`config.mk`:
```
export PLATFORM = sky130hd
export DESIGN_NAME = fft_frame_sequencer
export DESIGN_NICKNAME = d
export VERILOG_FILES = /design/src/rtl/fft_pkg.sv /design/src/rtl/fft_out_counter.sv /design/src/rtl/fft_frame_sequencer.sv
export SDC_FILE = /design/constraint.sdc
export NUM_CORES = 1
export LEC_CHECK = 0
export BUFFER_PORTS_ARGS = -buffer_cell sky130_fd_sc_hd__buf_2
export CAP_MARGIN = 20
export CORE_AREA = 2 2 129 131
export CTS_CLUSTER_DIAMETER = 50
export CTS_CLUSTER_SIZE = 8
export DETAILED_ROUTE_END_ITERATION = 16
export DIE_AREA = 0 0 131 133
export PLACE_DENSITY = 0.66
export SLEW_MARGIN = 10
export SYNTH_ARGS = -nofsm -noshare
export SYNTH_HDL_FRONTEND = slang
export SYNTH_SLANG_ARGS = --single-unit
```
`constraint.sdc`:
```
create_clock -name clk -period 5.2 [get_ports clk]
set_clock_uncertainty 0.1 [all_clocks]
set_input_delay 1.56 -clock clk [delete_from_list [all_inputs] [get_ports clk]]
set_output_delay 1.56 -clock clk [all_outputs]
set_load 0.02 [all_outputs]
```
`src/rtl/fft_pkg.sv`:
```
// Shared definitions for the FFT frame sequencer: FSM states, frame-size helpers, clog2.
package fft_pkg;

    typedef enum logic [1:0] {
        S_IDLE  = 2'd0,
        S_ADMIT = 2'd1,
        S_GAP   = 2'd2
    } seq_state_t;

    function automatic int clog2(input int unsigned v);
        int r;
        r = 0;
        for (int unsigned i = 0; i < 32; i++) begin
            if ((64'd1 << i) < 64'(v)) r = int'(i) + 1;
        end
        return r;
    endfunction

    function automatic int unsigned fft_n(input int unsigned logn);
        return 32'd1 << logn;
    endfunction

    function automatic int unsigned fft_hn(input int unsigned logn);
        return fft_n(logn) >> 1;
    endfunction

endpackage

```
`src/rtl/fft_out_counter.sv`:
```
// Output-side bookkeeping: sample index within frame, frame_done pulse, inflight decrement strobe.
module fft_out_counter
    import fft_pkg::*;
#(
    parameter int logn = 8
) (
    input  logic            clk,
    input  logic            rst_n,
    input  logic            fft_out_valid,
    input  logic            inflight_nz,
    output logic [logn-1:0] out_idx,
    output logic            frame_done,
    output logic            dec
);

    localparam int unsigned N = fft_n(logn);

    logic hit;

    // Output samples with nothing in flight are stray and must not advance the count.
    assign hit = fft_out_valid && inflight_nz;
    assign dec = hit && (out_idx == logn'(N - 1));

    always_ff @(posedge clk or negedge rst_n) begin
        if (!rst_n) begin
            out_idx    <= '0;
            frame_done <= 1'b0;
        end else begin
            if (hit) out_idx <= out_idx + 1'b1;
            frame_done <= dec;
        end
    end

endmodule

```
`src/rtl/fft_frame_sequencer.sv`:
```
// Frame admission/gap controller in front of an SDF FFT pipeline.
// Optional stall watchdog enabled by defining FFT_SEQ_TIMEOUT_EN.
module fft_frame_sequencer
    import fft_pkg::*;
#(
    parameter int FLOAT_PRECISION = 64,
    parameter int logn            = 8,
    parameter int GAP_CYCLES      = 129,
    parameter int MAX_INFLIGHT    = 2,
    parameter int TIMEOUT_CYCLES  = 1024
) (
    input  logic                               clk,
    input  logic                               rst_n,
    input  logic                               enable,
    input  logic                               src_valid,
    output logic                               src_ready,
    input  logic [FLOAT_PRECISION-1:0]         src_re,
    input  logic [FLOAT_PRECISION-1:0]         src_im,
    output logic                               fft_in_valid,
    output logic [FLOAT_PRECISION-1:0]         fft_di_re,
    output logic [FLOAT_PRECISION-1:0]         fft_di_im,
    input  logic                               fft_out_valid,
    output logic                               frame_done,
    output logic [logn-1:0]                    out_idx,
    output logic [clog2(MAX_INFLIGHT+1)-1:0]   inflight,
    output logic                               busy,
    output logic                               err_timeout
);

    localparam int unsigned N  = fft_n(logn);
    localparam int          IW = clog2(MAX_INFLIGHT + 1);
    localparam int          GW = (clog2(GAP_CYCLES) < 1) ? 1 : clog2(GAP_CYCLES);

    if (GAP_CYCLES == 0) begin : g_gap_chk
        $error("fft_frame_sequencer: GAP_CYCLES must be nonzero");
    end
    if (TIMEOUT_CYCLES == 0) begin : g_tmo_chk
        $error("fft_frame_sequencer: TIMEOUT_CYCLES must be nonzero");
    end

    seq_state_t      state, state_nxt;
    logic [logn-1:0] in_cnt, in_cnt_nxt;
    logic [GW-1:0]   gap_cnt, gap_cnt_nxt;
    logic            accept, inc, dec;

    always_comb begin
        state_nxt   = state;
        in_cnt_nxt  = in_cnt;
        gap_cnt_nxt = gap_cnt;
        inc         = 1'b0;
        src_ready   = 1'b0;
        case (state)
            S_IDLE:  src_ready = enable && (inflight < IW'(MAX_INFLIGHT));
            S_ADMIT: src_ready = 1'b1;
            default: src_ready = 1'b0;
        endcase
        // Held low throughout reset so every output reads 0 while rst_n is asserted.
        src_ready = src_ready && rst_n;
        accept    = src_valid && src_ready;
        case (state)
            S_IDLE: begin
                if (accept) begin
                    state_nxt  = S_ADMIT;
                    in_cnt_nxt = logn'(1);
                end
            end
            S_ADMIT: begin
                if (accept) begin
                    if (in_cnt == logn'(N - 1)) begin
                        state_nxt   = S_GAP;
                        gap_cnt_nxt = GW'(GAP_CYCLES - 1);
                        in_cnt_nxt  = '0;
                        inc         = 1'b1;
                    end else begin
                        in_cnt_nxt = in_cnt + 1'b1;
                    end
                end
            end
            default: begin
                if (gap_cnt == '0) state_nxt = S_IDLE;
                else               gap_cnt_nxt = gap_cnt - 1'b1;
            end
        endcase
    end

    always_ff @(posedge clk or negedge rst_n) begin
        if (!rst_n) begin
            state        <= S_IDLE;
            in_cnt       <= '0;
            gap_cnt      <= '0;
            inflight     <= '0;
            fft_in_valid <= 1'b0;
            fft_di_re    <= '0;
            fft_di_im    <= '0;
        end else begin
            state        <= state_nxt;
            in_cnt       <= in_cnt_nxt;
            gap_cnt      <= gap_cnt_nxt;
            fft_in_valid <= accept;
            if (accept) begin
                fft_di_re <= src_re;
                fft_di_im <= src_im;
            end
            if (inc && !dec)      inflight <= inflight + 1'b1;
            else if (dec && !inc) inflight <= inflight - 1'b1;
        end
    end

    fft_out_counter #(.logn(logn)) u_out_counter (
        .clk          (clk),
        .rst_n        (rst_n),
        .fft_out_valid(fft_out_valid),
        .inflight_nz  (inflight != '0),
        .out_idx      (out_idx),
        .frame_done   (frame_done),
        .dec          (dec)
    );

    assign busy = (state != S_IDLE) || (inflight != '0);

`ifdef FFT_SEQ_TIMEOUT_EN
    localparam int TW = clog2(TIMEOUT_CYCLES + 1);

    logic [TW-1:0] stall_cnt;
    logic          err_q;

    always_ff @(posedge clk or negedge rst_n) begin
        if (!rst_n) begin
            stall_cnt <= '0;
            err_q     <= 1'b0;
        end else if (state == S_ADMIT && !accept) begin
            if (stall_cnt != TW'(TIMEOUT_CYCLES)) stall_cnt <= stall_cnt + 1'b1;
            if (stall_cnt == TW'(TIMEOUT_CYCLES - 1)) err_q <= 1'b1;
        end else begin
            stall_cnt <= '0;
        end
    end

    assign err_timeout = err_q;
`else
    assign err_timeout = 1'b0;
`endif

endmodule

```
; ---- After elaboration in Yosys (flattened, before gate mapping)
; Index checks and enable logic that the tools add are counted.
[word_totals]
ff_bits = 158
word_cells = 62
[classes]
n_addsub = 5
magnitude_cmp = 1
eq_ne = 7
muxes = 19
n_bitwise = 1
reduce_logical = 20
[op_table]
columns = cell, count
row1 = $mux 8, 6
row2 = $pmux 8 s2, 2
row3 = $add 8x1->8 const B, 2
row4 = $eq 8x8->1 const B, 2
row5 = $mux 2, 6
row6 = $logic_not 8->1, 1
row7 = $reduce_and 4->1, 2
row8 = $reduce_bool 2->1, 4
row9 = $sub 8x1->8 const B, 1
row10 = $logic_and 1x1->1, 7
row11 = $ne 2x2->1 const B, 3
row12 = $pmux 2 s2, 1
row13 = $mux 1, 3
row14 = $reduce_and 3->1, 1
row15 = $reduce_bool 3->1, 1
row16 = $add 2x1->2 const B, 1
row17 = $eq 2x1->1 const B, 1
row18 = $logic_not 1->1, 2
row19 = $logic_not 2->1, 1
row20 = $lt 2x2->1 const B, 1
row21 = $ne 2x1->1 const B, 1
row22 = $pmux 1 s2, 1
row23 = $sub 2x1->2 const B, 1
row24 = $logic_or 1x1->1, 1
row25 = $not 1->1, 1

; ---- Longest topological paths before layout
; Gate-level depths: netlist of the first run.
[logic_depth]
word_depth = 11
ltp_mapped = 8
depth_no_buf = 8

; ---- Hierarchy
; Synthesis of the first run repeated with hierarchy kept, for this count alone.
[unflattened]
cells_unflattened = 693
hier_area_um2 = 6317.3
[by_module_without_submodules]
columns = mod, n_inst, cells_per_inst, area_per_inst_um2, seq_area_each_um2
row1 = fft_frame_sequencer, 1, 662, 5924.4, 3728.6
row2 = fft_out_counter, 1, 31, 392.9, 225.2

; ---- Worst setup path after synthesis of the first run
; OpenSTA, ideal clock, no wires.
[synth_path]
path_type = input to output
from = in enable
to = out src_ready
arrival_ns = 2.486
required_ns = 3.540
slack_ns = 1.054
cell_stages = 3
path_buffers = 0
cell_sequence = nor2b_1 nor2_1 nor3b_1
[synth_via]
elab_chain_len = 3
[synth_lines]
columns = item, line_no
row1 = "start, declared", fft_frame_sequencer.sv:14  ; input logic enable,
row2 = $logic_and 1x1->1, fft_frame_sequencer.sv:53  ; S_IDLE: src_ready = enable && (inflight < IW'(MAX_INFLIGHT));
row3 = $pmux 1 s2, fft_frame_sequencer.sv:52  ; case (state)
row4 = $logic_and 1x1->1, fft_frame_sequencer.sv:58  ; src_ready = src_ready && rst_n;
row5 = "end, declared", fft_frame_sequencer.sv:16  ; output logic src_ready,
; Every way passes these cells.

; ---- Worst setup path after layout of the first run
; Ends and elaborated chain as after synthesis.

==> impl_metrics.env, run 1 <==
export IMPL_cts_buffers_inserted=17
export IMPL_viasPerCell=4.51
export IMPL_rsz0062_at_grt="no"
export IMPL_fmax_mhz=243
export IMPL_ctsLongestPathBuffers=2
export IMPL_p_int_mw=2.15
export IMPL_netlist_area_mm2=0.00632
export IMPL_cts_sinks=158
export IMPL_hp_class="reg2reg"
export IMPL_cts_root_buf="clkbuf_16"
export IMPL_wl_met3_um=1030
export IMPL_place_hpwl_um=11000
export IMPL_clockPowerShare=0.483
export IMPL_routed_top_layer="met4"
export IMPL_io_pins=276
export IMPL_gp_congestion=0.789
export IMPL_syn_nets=827
export IMPL_synth_commonest_cells="nand2_1, dfrtp_1, buf_2"
export IMPL_post_cts_buffers=0
export IMPL_yosysSeqAreaShare=0.625
export IMPL_first_pass_iters=4
export IMPL_synth_flop_cell="dfrtp_1"
export IMPL_fin_util=0.526
export IMPL_num_rows=47
export IMPL_slew_violations=0
export IMPL_p_seq_frac=0.459
export IMPL_area_growth_syn_to_layout_pct=34.6
export IMPL_drtIter0Drc=240
export IMPL_multi_input_area_mm2=0.00219
export IMPL_path_class="in2out"
export IMPL_required_ns=3.54
export IMPL_syn_avg_cell_area_um2=9.18
export IMPL_wl_met2_um=7880
export IMPL_gr_total_overflow=0
export IMPL_combPwrFrac=0.057
export IMPL_regArea_mm2=0.00395
export IMPL_tightest_slew_ns=0.882
export IMPL_cp_start_kind="input pin"
export IMPL_detail_route_antenna_nets=0
export IMPL_clk_pin_slew_ns=0.06
export IMPL_post_drt_wl_per_cell_um=13.4
export IMPL_first_global_vias=5020
export IMPL_chipHeight_um=133
export IMPL_vias=5369
export IMPL_swShare=0.221
export IMPL_arrival_ns=2.45
export IMPL_nets=1095
export IMPL_numPortBuffers=274
export IMPL_htree_levels=4
export IMPL_track_usage=0.185
export IMPL_status="finished clean"
export IMPL_cap_violations=0
export IMPL_antenna_found_initial=1
export IMPL_synthMostInstantiatedCell="nand2_1"
export IMPL_worstSetupEndpointType="primary output"
export IMPL_grt_max_degree=78
export IMPL_leakagePower_nw=5.17
export IMPL_core_area_mm2=0.0162
export IMPL_setup_tns_ns=0
export IMPL_synth_top_cell_area_share=0.625
export IMPL_wl_um=16000
export IMPL_powerDensity_mw_per_mm2=324
export IMPL_yosysWarningCount=0
export IMPL_dieArea_mm2=0.0174
export IMPL_ys_ff_latch=158
export IMPL_drive_above_1_share=0.329
export IMPL_grt_pass1_wl_um=25100
export IMPL_clk_latency_ns=0.42
export IMPL_synth_edf_count=0
export IMPL_ir_drop_v=0.000207
export IMPL_fill_cells=1527
export IMPL_drc=0
export IMPL_ys_async_sr_fraction=1.00
export IMPL_cp_max_fo=5
export IMPL_hold_violations=0
export IMPL_met1Wirelength_um=6820
export IMPL_holdWs_ns=0.366
export IMPL_synth_distinct_cells=44
export IMPL_cts_tree="done"
export IMPL_syn_inst=689
export IMPL_synth_top_cell_by_area="dfrtp_1"
export IMPL_fin_crit_sh=0.791
export IMPL_switchingPower_mw=0.610
export IMPL_maxSlewHeadroom=0.412
export IMPL_cts_resized=0
export IMPL_ys_top_cells_by_area="dfrtp_1, nand2_1, buf_2"
export IMPL_finalSetupViolCount=0
export IMPL_fin_crit_ns=4.11
export IMPL_start_util=0.391
export IMPL_chipWidth_um=131
export IMPL_ctsHoldBuffers=0
-- layout by cell type, fill, tap and decap left out, types with 3 or more instances in the layout --
master       n
buf_4        4
o211ai_1     3
o21ai_0      6
inv_1        4
dfrtp_1    158
nand4_1      6
nand2_1    394
inv_6        4
xnor2_1      5
xor2_1       8
bufinv_16    4
buf_2      273
nor2_1      11
and2_1       3
nand3_1      8
a31oi_1      3
and3_1       3
ha_1         5
clkbuf_16   17
a21oi_1      8
-- kinds of logic (layout without fill, tap and decap cells) --
group | Yosys count | count (layout) | synth area share
flip-flops | 158 | 158 | 0.625
XOR/XNOR | 13 | 13 | 0.0180
AO/OA/AOI/OAI | 32 | 32 | 0.0368
multiplexers | 1 | 1 | 0.00178
AND/OR/NAND/NOR | 444 | 444 | 0.280
other | 1 | 2 | 0.000593
buffers and inverters | 35 | 315 | 0.0275
adder cells (fa/ha/maj) | 5 | 5 | 0.00990
-- routing by layer --
layer  track usage  vias up
met5             0        -
met4        0.0626        0
li1              -     2703
met2         0.301      164
met3        0.0542       17
met1         0.235     2485
-- power by group through the flow --
stage	sequential (mW)	clock [mW]	combinational (mW)
after detailed placement	1.29	0	0.162
final	1.27	1.33	0.158
after CTS	1.27	1.37	0.162
after global routing	1.27	1.42	0.177
after floorplan	1.32	0	0.0221
after global placement	1.29	0	0.161
-- registers in the layout, summed over array words and instances, names as in the netlist, 2 cells and up --
signal / cells
fft_di_im: 64
fft_di_re: 64
gap_cnt: 8
in_cnt: 8
inflight: 2
state: 2
u_out_counter.out_idx: 8
-- final timing paths --
kind,startpoint,endpoint,slack [ns],depth (start not counted)
worst min register to register,fft_di_re[58],fft_di_re[58],0.37,2
worst max register to register,state[1],fft_di_im[59],2.54,6
min in group asynchronous,rst_n,in_cnt[7],0.88,1
max in group asynchronous,rst_n,fft_di_im[52],2.97,2
worst max-delay path,enable,src_ready,1.09,5
worst min-delay path,fft_di_re[58],fft_di_re[58],0.37,2
-- worst max-delay path, stage by stage --
cell and delay, ns:
buf_2 0.08, nor2b_1 0.37, nor2_1 0.08, nor3b_1 0.18, buf_2 0.19
-- per-stage QoR --
step | setup slack, ns | instance area (um^2) | instances | total power, mW
after global routing | 0.942 | 8510 | 1189 | 2.87
after detailed placement | 1.10 | 7870 | 1158 | 1.45
after floorplan | 1.05 | 6320 | 689 | 1.35
after global placement | 1.06 | 7870 | 1158 | 1.45
final | 1.09 | 8510 | 1190 | 2.76
after CTS | 1.09 | 8510 | 1189 | 2.80
-- final cells by class --
type	count	area share
clock buffer	19	0.0532
sequential	158	0.465
tap	220	0.0323
inverter	5	0.00250
antenna	1	0.000294
multi-input combinational	496	0.258
timing repair buffer	279	0.168
clock inverter	12	0.0213
No activity file was read; power rests on OpenSTA's default activity.
==> run 2, diff against run 1 <==
Settings changed: ABC_AREA from default to 1, CORE_AREA 2 2 129 131 to 2 2 131 133, DIE_AREA 0 0 131 133 to 0 0 133 135, PLACE_DENSITY 0.66 to 0.65.
Clock period 5.2 ns to 4.1 ns, I/O delays scaled along.
==> run 2 against run 1 <==
Effect of this change:
- power is 35% higher
- die area is 3.1% higher
- count of clock-buffer cells in the layout is 1 higher
- combinational power is 150% higher
- cell count is 5.8% higher
- register-to-register slack worse by 0.61 ns
- area after synthesis is 2.9% higher
- utilization is 0.061 points higher
- sequential share of layout area is 0.72 points lower
- final area is 1.6% higher
- critical path type unchanged
- largest cell class unchanged
==> impl_metrics.env, run 2 <==
export IMPL_worstSetupEndpointType="primary output"
export IMPL_largest_registers="fft_di_im (64), fft_di_re (64)"
export IMPL_synth_commonest_cells="nand2_1, dfrtp_1, inv_1"
export IMPL_clk_latency_ns=0.41
export IMPL_post_cts_buffers=0
export IMPL_nets=1163
export IMPL_regArea_mm2=0.00395
export IMPL_yosysSeqAreaShare=0.608
export IMPL_synthXorXnorAreaFrac=0.0121
export IMPL_r2r_slack_ns=1.93
export IMPL_cts_tree="done"
export IMPL_synth_distinct_cells=26
export IMPL_yosysWarningCount=0
export IMPL_core_area_mm2=0.0164
export IMPL_finalSetupViolCount=0
export IMPL_layout_commonest_cell="nand2_1"
export IMPL_ys_ff_latch=158
export IMPL_crit_start="rst_n"
export IMPL_post_dp_cell_area_mm2=0.00803
export IMPL_final_cell_mix="nand2_1, buf_2, dfrtp_1"
export IMPL_fill_cells=1568
export IMPL_synth_top_family_by_area="simple AND/OR/NAND/NOR gates"
export IMPL_cts_root_buf="clkbuf_16"
export IMPL_rr_worst_depth=9
export IMPL_r2r_end="inflight[1]"
export IMPL_rsz0062_at_grt="no"
export IMPL_dp_cells=1226
export IMPL_path_buf_inv=4
export IMPL_cts_sinks=158
export IMPL_maxSlewHeadroom=0.365
export IMPL_first_global_vias=5446
export IMPL_place_hpwl_um=11400
export IMPL_wl_um=16500
export IMPL_grt_pass1_wl_um=26500
export IMPL_drtIter0Drc=300
export IMPL_detail_route_antenna_nets=0
export IMPL_ys_top_cells_by_area="dfrtp_1, nand2_1, inv_1"
export IMPL_required_ns=2.77
export IMPL_pre_cts_ws_ns=0.760
export IMPL_synth_fa_ha_area_frac=0.00961
export IMPL_crit_family="buffers and inverters"
export IMPL_post_drt_wl_per_cell_um=13.1
export IMPL_ir_drop_v=0.000263
export IMPL_syn_nets=896
export IMPL_synth_top_cell_by_area="dfrtp_1"
export IMPL_multi_input_area_mm2=0.00223
export IMPL_synth_compound_area_frac=0.0200
export IMPL_drive_above_1_share=0.311
export IMPL_dieArea_mm2=0.0180
export IMPL_viasPerCell=4.49
export IMPL_syn_inst=758
export IMPL_chipHeight_um=135
export IMPL_ctsLongestPathBuffers=2
export IMPL_cp_start_kind="input pin"
export IMPL_area_growth_syn_to_layout_pct=32.8
export IMPL_leakagePower_nw=5.28
export IMPL_path_common_cell="inv_1"
export IMPL_antenna_found_initial=1
export IMPL_cp_depth=6
export IMPL_path_cells="buf_6 -> inv_1 -> nor2_1 -> nand2_1 -> inv_1 -> buf_2"
export IMPL_path_class="in2out"
export IMPL_ys_async_sr_fraction=1.00
export IMPL_grt_max_degree=141
export IMPL_vias=5648
export IMPL_timing_rr_start="inflight[0]"
export IMPL_ctsHoldBuffers=0
export IMPL_clk_pin_slew_ns=0.07
export IMPL_htree_levels=4
export IMPL_gp_congestion=0.779
export IMPL_synth_edf_count=0
export IMPL_chipWidth_um=133
export IMPL_fin_crit_sh=0.809
export IMPL_hp_class="reg2reg"
export IMPL_first_pass_iters=5
export IMPL_setup_tns_ns=0
export IMPL_arrival_ns=1.99
export IMPL_synth_flop_cell="dfrtp_1"
export IMPL_setup_worst_path_end="src_ready"
export IMPL_finalPower_mw=3.72
export IMPL_yosys_area_share_simple=0.299
export IMPL_io_pins=276
export IMPL_start_util=0.397
export IMPL_powerDensity_mw_per_mm2=430
export IMPL_slowest_stage="buf_6"
export IMPL_slew_violations=0
export IMPL_syn_avg_cell_area_um2=8.59
export IMPL_hold_violations=0
export IMPL_cp_max_fo=22
export IMPL_final_area_mm2=0.00864
export IMPL_cts_resized=0
export IMPL_cts_buffers_inserted=17
export IMPL_synth_top_cell_area_share=0.608
export IMPL_synthMuxAreaShare=0
export IMPL_synthMostInstantiatedCell="nand2_1"
export IMPL_track_usage=0.186
export IMPL_instances_no_fill=1259
export IMPL_gr_total_overflow=0
export IMPL_fmax_mhz=301
export IMPL_num_rows=47
export IMPL_netlist_area_mm2=0.00651
export IMPL_fin_crit_ns=3.32
export IMPL_layout_setup_ws_ns=0.783
export IMPL_cap_violations=0
export IMPL_numPortBuffers=274
export IMPL_slowest_delay_ns=0.20
export IMPL_status="finished clean"
export IMPL_tightest_slew_ns=0.952
export IMPL_drc=0
## run 2: routing by layer
layer  GRT usage  wire length, um
met1       0.245             7250
met2       0.288             7590
met3      0.0544             1210
met4      0.0795              449
met5           0                0
## run 2: how the worst min path moves through the flow
| stage | cells past startpoint | endpoint | from |
|---|---|---|---|
| floorplan | 2 | in_cnt[1] | in_cnt[1] |
| global placement | 2 | fft_di_re[41] | fft_di_re[41] |
| detailed placement | 2 | fft_di_im[37] | fft_di_im[37] |
| CTS | 2 | fft_di_im[37] | fft_di_im[37] |
| global route | 2 | fft_di_im[22] | fft_di_im[22] |
| finish | 2 | fft_di_re[17] | fft_di_re[17] |
## run 2: worst min-delay path, cell delays in order, from the launching register on
cell and delay, ns:
dfrtp_1 0.34, nand2_1 0.05, nand2_1 0.05
## run 2: per-stage QoR
step	util	hold WS (ns)
floorplan	-	0.375
global placement	0.489	0.357
detailed placement	0.489	0.359
CTS	0.527	0.375
global route	0.527	0.388
finish	0.527	0.371
## run 2: area by class of cell
cell class                      count  area share
Antenna cell                        1    0.000290
Clock buffer                       20      0.0528
Clock inverter                     12      0.0184
Inverter                           32      0.0142
Multi-Input combinational cell    536       0.258
Sequential cell                   158       0.457
Tap cell                          220      0.0318
Timing Repair Buffer              280       0.167
## run 2: power by group
group | switching, mW | total [mW] | internal (mW)
Sequential | 0.0624 | 1.70 | 1.64
Combinational | 0.242 | 0.392 | 0.150
Clock | 0.630 | 1.62 | 0.995
## run 2: cell families after synthesis
kind of cell	count (synthesis)
flip-flops	158
adder cells (fa/ha/maj)	5
AO/OA/AOI/OAI	21
XOR/XNOR	9
other	1
AND/OR/NAND/NOR	500
buffers and inverters	64
